File: config.mk
export PLATFORM = sky130hd
export DESIGN_NAME = adder_arbiter
export DESIGN_NICKNAME = d
export VERILOG_FILES = /design/src/rtl/adder_arbiter.sv
export SDC_FILE = /design/constraint.sdc
export NUM_CORES = 1
export LEC_CHECK = 0
export CAP_MARGIN = 20
export CORE_ASPECT_RATIO = 0.6
export CORE_UTILIZATION = 37
export CTS_CLUSTER_SIZE = 24
export DETAILED_ROUTE_END_ITERATION = 12
export PLACE_DENSITY = 0.93
export SYNTH_ARGS = -nofsm -noshare
export SYNTH_HDL_FRONTEND = slang
export SYNTH_SLANG_ARGS = --single-unit
File: constraint.sdc
create_clock -name clk -period 21.7 [get_ports clk]
set_input_delay 3.255 -clock clk [delete_from_list [all_inputs] [get_ports clk]]
set_output_delay 3.255 -clock clk [all_outputs]
set_load 0.02 [all_outputs]
File: src/rtl/adder_arbiter.sv
// Round-robin arbiter sharing one ripple-carry add/sub datapath; result lands in a tagged output register 1 cycle after transfer.
// A held result with res_ready low stalls all grants; a draining result frees the slot in the same cycle.
module adder_arbiter #(
  parameter int NUM_REQ = 4,
  parameter int ID_W    = 2,
  parameter int WIDTH   = 32
) (
  input  logic                     clk,
  input  logic                     rst,
  input  logic [NUM_REQ-1:0]       req_valid,
  output logic [NUM_REQ-1:0]       req_ready,
  input  logic [NUM_REQ*WIDTH-1:0] req_a,
  input  logic [NUM_REQ*WIDTH-1:0] req_b,
  input  logic [NUM_REQ-1:0]       req_sub,
  output logic                     res_valid,
  input  logic                     res_ready,
  output logic [ID_W-1:0]          res_id,
  output logic [WIDTH-1:0]         res_sum,
  output logic                     res_cout,
  output logic                     res_ovf
);

  localparam logic [ID_W:0] NUM_REQ_W = (ID_W+1)'(NUM_REQ);

  logic [ID_W-1:0]    ptr_q, ptr_d;
  logic               res_valid_q, res_valid_d;
  logic [ID_W-1:0]    res_id_q, res_id_d;
  logic [WIDTH-1:0]   res_sum_q, res_sum_d;
  logic               res_cout_q, res_cout_d;
  logic               res_ovf_q, res_ovf_d;

  logic [NUM_REQ-1:0] rot_vld;
  logic               gnt_any;
  logic [ID_W-1:0]    gnt_idx;
  logic [ID_W:0]      cand;
  logic [ID_W:0]      ptr_inc;
  logic               slot_free;
  logic               xfer;

  logic [WIDTH-1:0]   a_sel, b_sel, b_eff, sum;
  logic               sub_sel;
  logic [WIDTH:0]     carry;
  logic               ovf;

  // Rotate valids so bit k is requester (ptr+k) mod NUM_REQ; the lowest set k wins.
  always_comb begin
    rot_vld = NUM_REQ'({req_valid, req_valid} >> ptr_q);
    gnt_any = 1'b0;
    gnt_idx = '0;
    cand    = '0;
    for (int k = NUM_REQ-1; k >= 0; k--) begin
      if (rot_vld[k]) begin
        cand = {1'b0, ptr_q} + (ID_W+1)'(k);
        if (cand >= NUM_REQ_W) cand = cand - NUM_REQ_W;
        gnt_any = 1'b1;
        gnt_idx = cand[ID_W-1:0];
      end
    end
  end

  assign slot_free = !res_valid_q || res_ready;

  always_comb begin
    req_ready = '0;
    if (!rst && slot_free && gnt_any) req_ready[gnt_idx] = 1'b1;
  end

  assign xfer = |req_ready;

  always_comb begin
    a_sel   = '0;
    b_sel   = '0;
    sub_sel = 1'b0;
    for (int i = 0; i < NUM_REQ; i++) begin
      if (gnt_idx == ID_W'(i)) begin
        a_sel   = req_a[i*WIDTH +: WIDTH];
        b_sel   = req_b[i*WIDTH +: WIDTH];
        sub_sel = req_sub[i];
      end
    end
  end

  // Subtract is A + ~B + 1, so carry-out of 1 means no borrow.
  always_comb begin
    b_eff    = sub_sel ? ~b_sel : b_sel;
    carry    = '0;
    sum      = '0;
    carry[0] = sub_sel;
    for (int i = 0; i < WIDTH; i++) begin
      sum[i]     = a_sel[i] ^ b_eff[i] ^ carry[i];
      carry[i+1] = (a_sel[i] & b_eff[i]) | (carry[i] & (a_sel[i] ^ b_eff[i]));
    end
    ovf = (a_sel[WIDTH-1] == b_eff[WIDTH-1]) && (sum[WIDTH-1] != a_sel[WIDTH-1]);
  end

  always_comb begin
    ptr_d       = ptr_q;
    res_valid_d = res_valid_q;
    res_id_d    = res_id_q;
    res_sum_d   = res_sum_q;
    res_cout_d  = res_cout_q;
    res_ovf_d   = res_ovf_q;
    ptr_inc     = {1'b0, gnt_idx} + (ID_W+1)'(1);
    if (xfer) begin
      res_valid_d = 1'b1;
      res_id_d    = gnt_idx;
      res_sum_d   = sum;
      res_cout_d  = carry[WIDTH];
      res_ovf_d   = ovf;
      ptr_d       = (ptr_inc == NUM_REQ_W) ? '0 : ptr_inc[ID_W-1:0];
    end else if (res_ready) begin
      res_valid_d = 1'b0;
    end
  end

  always_ff @(posedge clk) begin
    if (rst) begin
      ptr_q       <= '0;
      res_valid_q <= 1'b0;
      res_id_q    <= '0;
      res_sum_q   <= '0;
      res_cout_q  <= 1'b0;
      res_ovf_q   <= 1'b0;
    end else begin
      ptr_q       <= ptr_d;
      res_valid_q <= res_valid_d;
      res_id_q    <= res_id_d;
      res_sum_q   <= res_sum_d;
      res_cout_q  <= res_cout_d;
      res_ovf_q   <= res_ovf_d;
    end
  end

  assign res_valid = res_valid_q;
  assign res_id    = res_id_q;
  assign res_sum   = res_sum_q;
  assign res_cout  = res_cout_q;
  assign res_ovf   = res_ovf_q;

endmodule

==> reports/results.ini, run 1 <==
[run_status]
status=finished clean

[sta]
setup_viol=0
period_needed_ns=20.40
post-route-period-util_pct=94.02
fmax_ghz=0.04901
slew_violations=0
worst_slew_pin_slew_ns=1.077
final.setup_skew_ns=0.002037
rsz0062_at_grt=false
final.setup.tns_ns=0
relSlewSlack_pct=27.68
final_hold_viol_count=0

[routing]
routed_wl_um=17900
drt_iter0_markers=285
wl_per_cell_um=16.68
ant_nets=0
drtPass1Iterations=7
vias=5571
vias_per_cell=5.192
drc=0

[layout]
fin_area_um2=7815
final_common_cell=clkdlybuf4s50_1
multiInputGateArea_um2=3416
area_delta_synth_final_pct=71.17
layout_common_cells=306 x clkdlybuf4s50_1, 147 x a21oi_1, 68 x nand2_1
drive_above_1_share_pct=2.753
num_antenna_cells=0
nFillCells=1067
seq_area_um2=780.7
nNetsFinal=1210

[power]
power.density_nw_per_um2=87.95
ir_drop_mv=0.03314
leakagePower_uw=0.002835

[synthesis]
synth_area_um2=4566
synth_edf_count=0
yosysSeqAreaShare_pct=17.10
synthFlopType=dfxtp_1
async_flop_share_pct=0
synth_cells=648
avgSynthCellArea_um2=7.046
yosysWarningCount=0
synth-seq-cells=39
syn_nets=951
ys_types=37

[die]
dieHeight_um=88.05
core-area_um2=12020
rows=31
die_w_um=145.4
io_pins=308
die_area_um2=12800
initial_utilization_pct=37.97

[setup_path]
crit_top_cell=fa_1
reg2reg_depth=46
slowest_stage=a311oi_1
endpoint_kind=flop
critPathMaxStageDelay_ns=0.86
critPathKind=in -> reg
cp.required_ns=21.90
cp_data_arrival_time_ns=20.60
crit_path_max_fanout=75
cp-start-kind=input port

[clock_tree]
post_cts_buffers=0
cts_tree=yes
postCtsHoldBufs=0
cts_sinks=39
ctsResizeCount=0
root_buffer=clkbuf_16
clock_latency_ns=0.28
cts_made_buffers=5
htreeDepth=2
clockBufferDepth=2
path_clk_slew_ns=0.06

[global_routing]
antenna_found_initial=0
overflow=0
grt_pass1_wl_um=26830
grt_util_all_layers_pct=26.96
grt_start_max_net_pins=79
grt_pass1_vias=5264

[placed_design]
hpwl_um=13950
placed_area_um2=7659
gp_congestion=0.8961
port_buffers=307

[worst_hold_path]
worstHoldPathType=reg -> reg
hold_depth=2

[run]
cap_violations=0

power by group:
part | switching (uW) | internal (uW) | leakage, uW | total (uW)
Clock | 30.6 | 49.0 | 0.0000772 | 79.6
Sequential | 11.6 | 93.4 | 0.000322 | 105
Combinational | 268 | 234 | 0.00244 | 503
Total | 310 | 377 | 0.00283 | 687
kinds of logic after synthesis:
family                   Yosys count  share of synthesized area (%)
flip-flops                        39                          17.10
AO/OA/AOI/OAI                    255                          33.16
AND/OR/NAND/NOR                  187                          19.27
adder cells (fa/ha/maj)           36                          14.96
buffers and inverters             97                          8.961
multiplexers                       1                         0.2192
XOR/XNOR                          33                          6.331
metrics by stage:
step	utilization [%]	power, uW	setup slack, ns	instances	hold WS, ns
final	64.99	687.3	1.297	1073	0.4546
after global routing	64.99	750.6	0.4996	1073	0.4648
after CTS	64.99	691.6	1.220	1073	0.4555
after detailed placement	63.69	608.1	0.9899	1065	0.4492
after global placement	63.69	590.3	1.426	1065	0.4449
after floorplan	-	427.5	2.981	648	0.4909
area by class of cell:
cell class | count | share of cell area, %
multi-input combinational | 512 | 43.71
timing repair buffer | 315 | 40.03
sequential | 39 | 9.990
tap | 165 | 2.642
clock buffer | 8 | 2.001
inverter | 34 | 1.633
routing by layer:
| metal | vias to the layer above | part of all wire [%] | global-route usage [%] |
|---|---|---|---|
| li1 | 2774 | - | - |
| met1 | 2562 | 42 | 32.76 |
| met2 | 208 | 49 | 47.81 |
| met3 | 27 | 6.9 | 6.615 |
| met4 | 0 | 2.0 | 8.421 |
| met5 | - | 0 | 0 |
worst paths after layout:
check                from    endpoint  slack, ns
max          req_valid[0]     res_ovf       1.30
min            res_sum[6]  res_sum[6]       0.45
max reg2reg      ptr_q[1]     res_ovf       4.30
min reg2reg    res_sum[6]  res_sum[6]       0.45
cell usage after synthesis, drive strengths merged, types with 3 or more instances:
cell | n | area share (%)
a21oi | 147 | 16
nand2 | 68 | 5.6
nor2 | 60 | 4.9
dfxtp | 39 | 17
inv | 34 | 2.8
clkbuf | 33 | 2.7
a211oi | 31 | 5.1
fa | 31 | 14
buf | 30 | 3.5
xnor2 | 30 | 5.8
o21ai | 29 | 3.2
a22oi | 27 | 4.5
nand3b | 27 | 4.4
nor2b | 13 | 1.8
nor3 | 12 | 1.4
a221oi | 11 | 2.1
ha | 5 | 1.4
and2 | 3 | 0.41
xor2 | 3 | 0.58
sequential cells by signal (all words and copies together), names as in the netlist:
name / flops
res_sum: 32
res_ovf: 1
res_id: 2
res_valid: 1
ptr_q: 2
res_cout: 1
critical path, delay by kind of cell:
family,cells,cell delay [ns]
XOR/XNOR,1,0.16
multiplexers,1,0.16
AO/OA/AOI/OAI,5,1.55
adder cells (fa/ha/maj),32,13.97
AND/OR/NAND/NOR,2,0.16
buffers and inverters,6,1.35
Power figures use the tool's default switching activity.
==> run 2, diff against run 1 <==
- CELL_PAD_IN_SITES_DETAIL_PLACEMENT: default -> 1
- CELL_PAD_IN_SITES_GLOBAL_PLACEMENT: default -> 1
- CORE_UTILIZATION: 37 -> 24
- PLACE_DENSITY: 0.93 -> 0.92
==> run 2 against run 1 <==
Register-to-register slack better by 0.47 ns. Sequential share of layout area decreased by 0.14 points. Critical path depth grew 1. Largest cell class unchanged. Routed wire length increased by 29%. Clock skew grew 0.0026 ns. Setup slack better by 0.49 ns. Maximum frequency up 2.5%. Design area rose by 1.4%.
==> reports/results.ini, run 2 (synthesized netlist as in run 1, its figures left out) <==
[run_status]
status=finished clean

[global_routing]
grt_util_all_layers_pct=22.85
grt_start_max_net_pins=72
overflow=0
grt_pass1_wl_um=34000
grt_pass1_vias=5929
antenna_found_initial=1

[power]
netSwitchingPower_uw=342.5
leakagePower_uw=0.002845
ir_drop_mv=0.04150
switching_share_pct=47.37
internal_power_uw=380.6
pwr-share-comb_pct=75.5
seq_power_share_pct=14.6
power.density_nw_per_um2=91.28
pwr-share-clk_pct=9.9

[clock_tree]
htreeDepth=2
root_buffer=clkbuf_16
path_clk_slew_ns=0.06
cts_sinks=39
cts_made_buffers=5
post_cts_buffers=0
clock_latency_ns=0.28
clockBufferDepth=2
cts_tree=yes
ctsResizeCount=0
postCtsHoldBufs=0

[setup_path]
crit_path_max_fanout=26
critPathKind=in -> reg
critPathBufInv=7
cp.required_ns=21.89
cp_data_arrival_time_ns=20.10
critPathTopFamily=adder cells
cp-start-kind=input port
critPathMaxStageDelay_ns=0.67
endpoint_kind=flop
slowest_stage=a22oi_2
crit_top_cell=fa_1

[layout]
area_delta_synth_final_pct=73.53
drive_above_1_share_pct=3.070
final_common_cell=clkdlybuf4s50_1
largest_reg_flops=32
layout_common_cells=306 x clkdlybuf4s50_1, 147 x a21oi_1, 68 x nand2_1
nFillCells=2245
nNetsFinal=1214
fin_area_um2=7923

[routing]
drtPass1Iterations=5
wl_per_cell_um=20.05
drc=0
vias=5759
ant_nets=0
drt_iter0_markers=337
vias_per_cell=4.995
routed_wl_um=23120

[sta]
fmax_ghz=0.05022
final.setup.tns_ns=0
slew_violations=0
rsz0062_at_grt=false
post-route-period-util_pct=91.76
worst_slew_pin_slew_ns=0.8960
final_hold_viol_count=0
setup_viol=0
period_needed_ns=19.91
final.setup_skew_ns=0.004645
relSlewSlack_pct=39.61

[placed_design]
gp_congestion=0.8340
placed_area_um2=7782
port_buffers=307
hpwl_um=19200

[die]
io_pins=308
core-area_um2=18350
die_w_um=180.1
initial_utilization_pct=24.88
die_area_um2=19600
dieHeight_um=108.8
rows=38

[worst_hold_path]
worstHoldPathType=reg -> reg

[run]
cap_violations=0

-- run 2: cell count changes in the layout (fill, tap and decap cells not counted) --
cell      previous run  this run
buf_4                8        12
clkbuf_1             1         2
clkbuf_8             2         0
clkinv_2             0         1
diode_2              0         1
-- run 2: layout make-up --
cell class                 instances  area (um2)  area share [%]
clock buffer                       7       132.6           1.674
antenna                            1       2.502         0.03159
sequential                        39       780.7           9.855
clock inverter                     1       5.005         0.06317
tap                              240       300.3           3.790
multi-input combinational        512        3416           43.11
timing repair buffer             319        3158           39.86
inverter                          34       127.6           1.611
-- run 2: layer usage --
| layer | vias up | routed length [um] | global-route usage, % |
|---|---|---|---|
| li1 | 2776 | - | - |
| met1 | 2752 | 11060 | 32.68 |
| met2 | 208 | 10050 | 35.69 |
| met3 | 23 | 1610 | 3.674 |
| met4 | 0 | 399 | 5.922 |
| met5 | - | 0 | 0 |
-- run 2: worst paths after layout --
path,from,to,slack (ns),cells past startpoint
setup reg to reg,ptr_q[1],res_ovf,4.77,47
hold reg to reg,res_id[0],res_id[0],0.46,2
setup / recovery,req_valid[0],res_ovf,1.79,48
hold / removal,res_id[0],res_id[0],0.46,2
-- run 2: tightest hold or removal path: cells and delay by family (launching register included) --
| kind | cells | cell delay, ns |
|---|---|---|
| flops | 1 | 0.31 |
| simple gates | 1 | 0.05 |
| compound gates | 1 | 0.05 |
-- run 2: power groups by stage --
stage                     registers (uW)  clock network [uW]  logic, uW
after floorplan                      131                   0        297
after global placement               106                   0        525
after detailed placement             107                   0        547
after CTS                            106                72.4        548
after global routing                 108                75.5        599
final                                106                71.4        546
-- run 2: through the flow --
| step | power, uW | instances | setup slack (ns) | hold WS (ns) | utilization [%] |
|---|---|---|---|---|---|
| final | 723.1 | 1153 | 1.789 | 0.4618 | 43.17 |
| after global placement | 630.3 | 1144 | 1.825 | 0.4447 | 42.41 |
| after floorplan | 427.5 | 648 | 2.981 | 0.4909 | - |
| after global routing | 782.9 | 1152 | 1.066 | 0.4831 | 43.16 |
| after CTS | 725.7 | 1152 | 1.730 | 0.4633 | 43.16 |
| after detailed placement | 653.6 | 1144 | 1.483 | 0.4569 | 42.41 |
==> run 3, diff against run 2 <==
- CORE_AREA: default -> 2 2 119 121
- CORE_ASPECT_RATIO: 0.6 -> default
- CORE_UTILIZATION: 24 -> default
- DIE_AREA: default -> 0 0 121 123
- DONT_BUFFER_PORTS: default -> 1
- PLACE_DENSITY: 0.92 -> 0.76
==> run 3 against run 2 <==
Clock-buffer cell count decreased by 1. Combinational power fell by 32%. Setup slack improved by 0.54 ns. Sequential share of layout area grew 6.4 points. Critical path depth is 2 lower. Flip-flop and latch count stayed put.
==> reports/results.ini, run 3 (synthesized netlist as in run 1, its figures left out) <==
[die]
rows=43
die_area_um2=14880
core-area_um2=13610
die_w_um=121
io_pins=308
dieHeight_um=123
initial_utilization_pct=33.54

[worst_hold_path]
hp-start=ptr_q[0]
worstHoldPathType=reg -> reg
hold_depth=2
min_to=ptr_q[0]

[layout]
area_delta_synth_final_pct=5.207
num_antenna_cells=0
largest_reg_flops=32
nNetsFinal=906
drive_above_1_share_pct=4.636
nFillCells=1693
layout_common_cells=147 x a21oi_1, 68 x nand2_1, 60 x nor2_1
fin_util_pct=35.29
final_common_cell=a21oi_1

[setup_path]
critPathKind=in -> reg
cp.required_ns=21.90
slowest_stage=ha_4
critPathMaxStageDelay_ns=0.68
reg2reg_depth=46
reg2reg_slack_ns=4.77
worstReg2RegStart=ptr_q[1]
crit_path_max_fanout=79
cp-start-kind=input port
crit_top_cell=fa_1
cp_data_arrival_time_ns=19.57
endpoint_kind=flop
reg2reg_to=res_ovf

[global_routing]
antenna_found_initial=0
grt_start_max_net_pins=80
overflow=0
grt_pass1_vias=4604
grt_pass1_wl_um=24250
grt_util_all_layers_pct=20.85

[run_status]
status=finished clean

[routing]
routed_wl_um=16530
vias_per_cell=5.862
ant_nets=0
vias=4596
drt_iter0_markers=207
drc=0
wl_per_cell_um=21.08
drtPass1Iterations=4

[placed_design]
hpwl_um=13300
gp_congestion=0.8378
port_buffers=0

[sta]
final.setup_skew_ns=0.006023
post-route-period-util_pct=89.27
rsz0062_at_grt=false
setup_viol=0
final_hold_viol_count=0
relSlewSlack_pct=35.48
final.setup.tns_ns=0
slew_violations=0
worst_slew_pin_slew_ns=0.9589
period_needed_ns=19.37
fmax_ghz=0.05162

[clock_tree]
cts_sinks=39
ctsResizeCount=0
path_clk_slew_ns=0.06
clock_latency_ns=0.29
htreeDepth=2
root_buffer=clkbuf_16
clockBufferDepth=2
post_cts_buffers=0
postCtsHoldBufs=0
cts_made_buffers=5
cts_tree=yes

[power]
netSwitchingPower_uw=291.2
power.density_nw_per_um2=124.6
internal_power_uw=307.5
ir_drop_mv=0.03795
leakagePower_uw=0.001672
pwr-share-comb_pct=62.4
switching_share_pct=48.64
seq_power_share_pct=22.9
pwr-share-clk_pct=14.8

[run]
cap_violations=0

==> run 3: worst max path at each step <==
stage / from / to / slack, ns / cells past startpoint
2_1_floorplan: req_valid[2] / res_ovf / 2.98 / 47
3_3_place_gp: req_valid[2] / res_ovf / 1.88 / 45
3_5_place_dp: req_valid[2] / res_ovf / 1.52 / 45
4_1_cts: req_valid[2] / res_ovf / 1.81 / 45
5_1_grt: req_valid[2] / res_ovf / 1.58 / 46
6_report: req_valid[2] / res_ovf / 2.33 / 46
==> run 3: worst max-delay path: cells and delay by family <==
kind                       cells  cell delay [ns]
xor gates and xnor gates       1             0.15
muxes                          1             0.12
adders and majority gates     32            14.09
and+or+nand+nor                3             0.43
AOI/OAI and AO/OA              5             0.99
buffers and inverters          4             0.49
==> run 3: stage by stage <==
| stage | instances | setup slack (ns) | cell area [um2] | hold slack, ns | total power (uW) |
|---|---|---|---|---|---|
| detailed placement | 775 | 1.518 | 4624 | 0.5118 | 515.9 |
| global placement | 775 | 1.877 | 4624 | 0.5042 | 494.0 |
| floorplan | 648 | 2.981 | 4566 | 0.4909 | 427.5 |
| global route | 784 | 1.584 | 4803 | 0.5484 | 661.1 |
| finish | 784 | 2.329 | 4803 | 0.5269 | 598.7 |
| CTS | 783 | 1.806 | 4798 | 0.5224 | 606.6 |
==> run 3: layout make-up <==
type                    count  area, um2  area share [%]
flip-flops and latches     39      780.7           16.25
well taps                 180      225.2           4.689
repair buffers             11      80.08           1.667
clock inverters             2      35.03          0.7294
clock buffers               6      138.9           2.891
multi-input cells         512       3416           71.11
inverters                  34      127.6           2.657
==> run 3: power by group through the flow <==
stage          clock, uW  sequential, uW  combinational (uW)
6_report            88.3             137                 373
5_1_grt             93.8             139                 428
4_1_cts             90.2             137                 379
3_5_place_dp           0             139                 377
3_3_place_gp           0             138                 356
2_1_floorplan          0             131                 297
==> run 3: layer usage <==
layer  track usage (%)  wire, um  up-vias  share of wire, %
li1                  -         -     2161                 -
met1             25.11      6786     2182                41
met2             36.55      8177      218                49
met3             4.336      1079       35               6.5
met4             7.922       484        0               2.9
met5                 0         0        -                 0
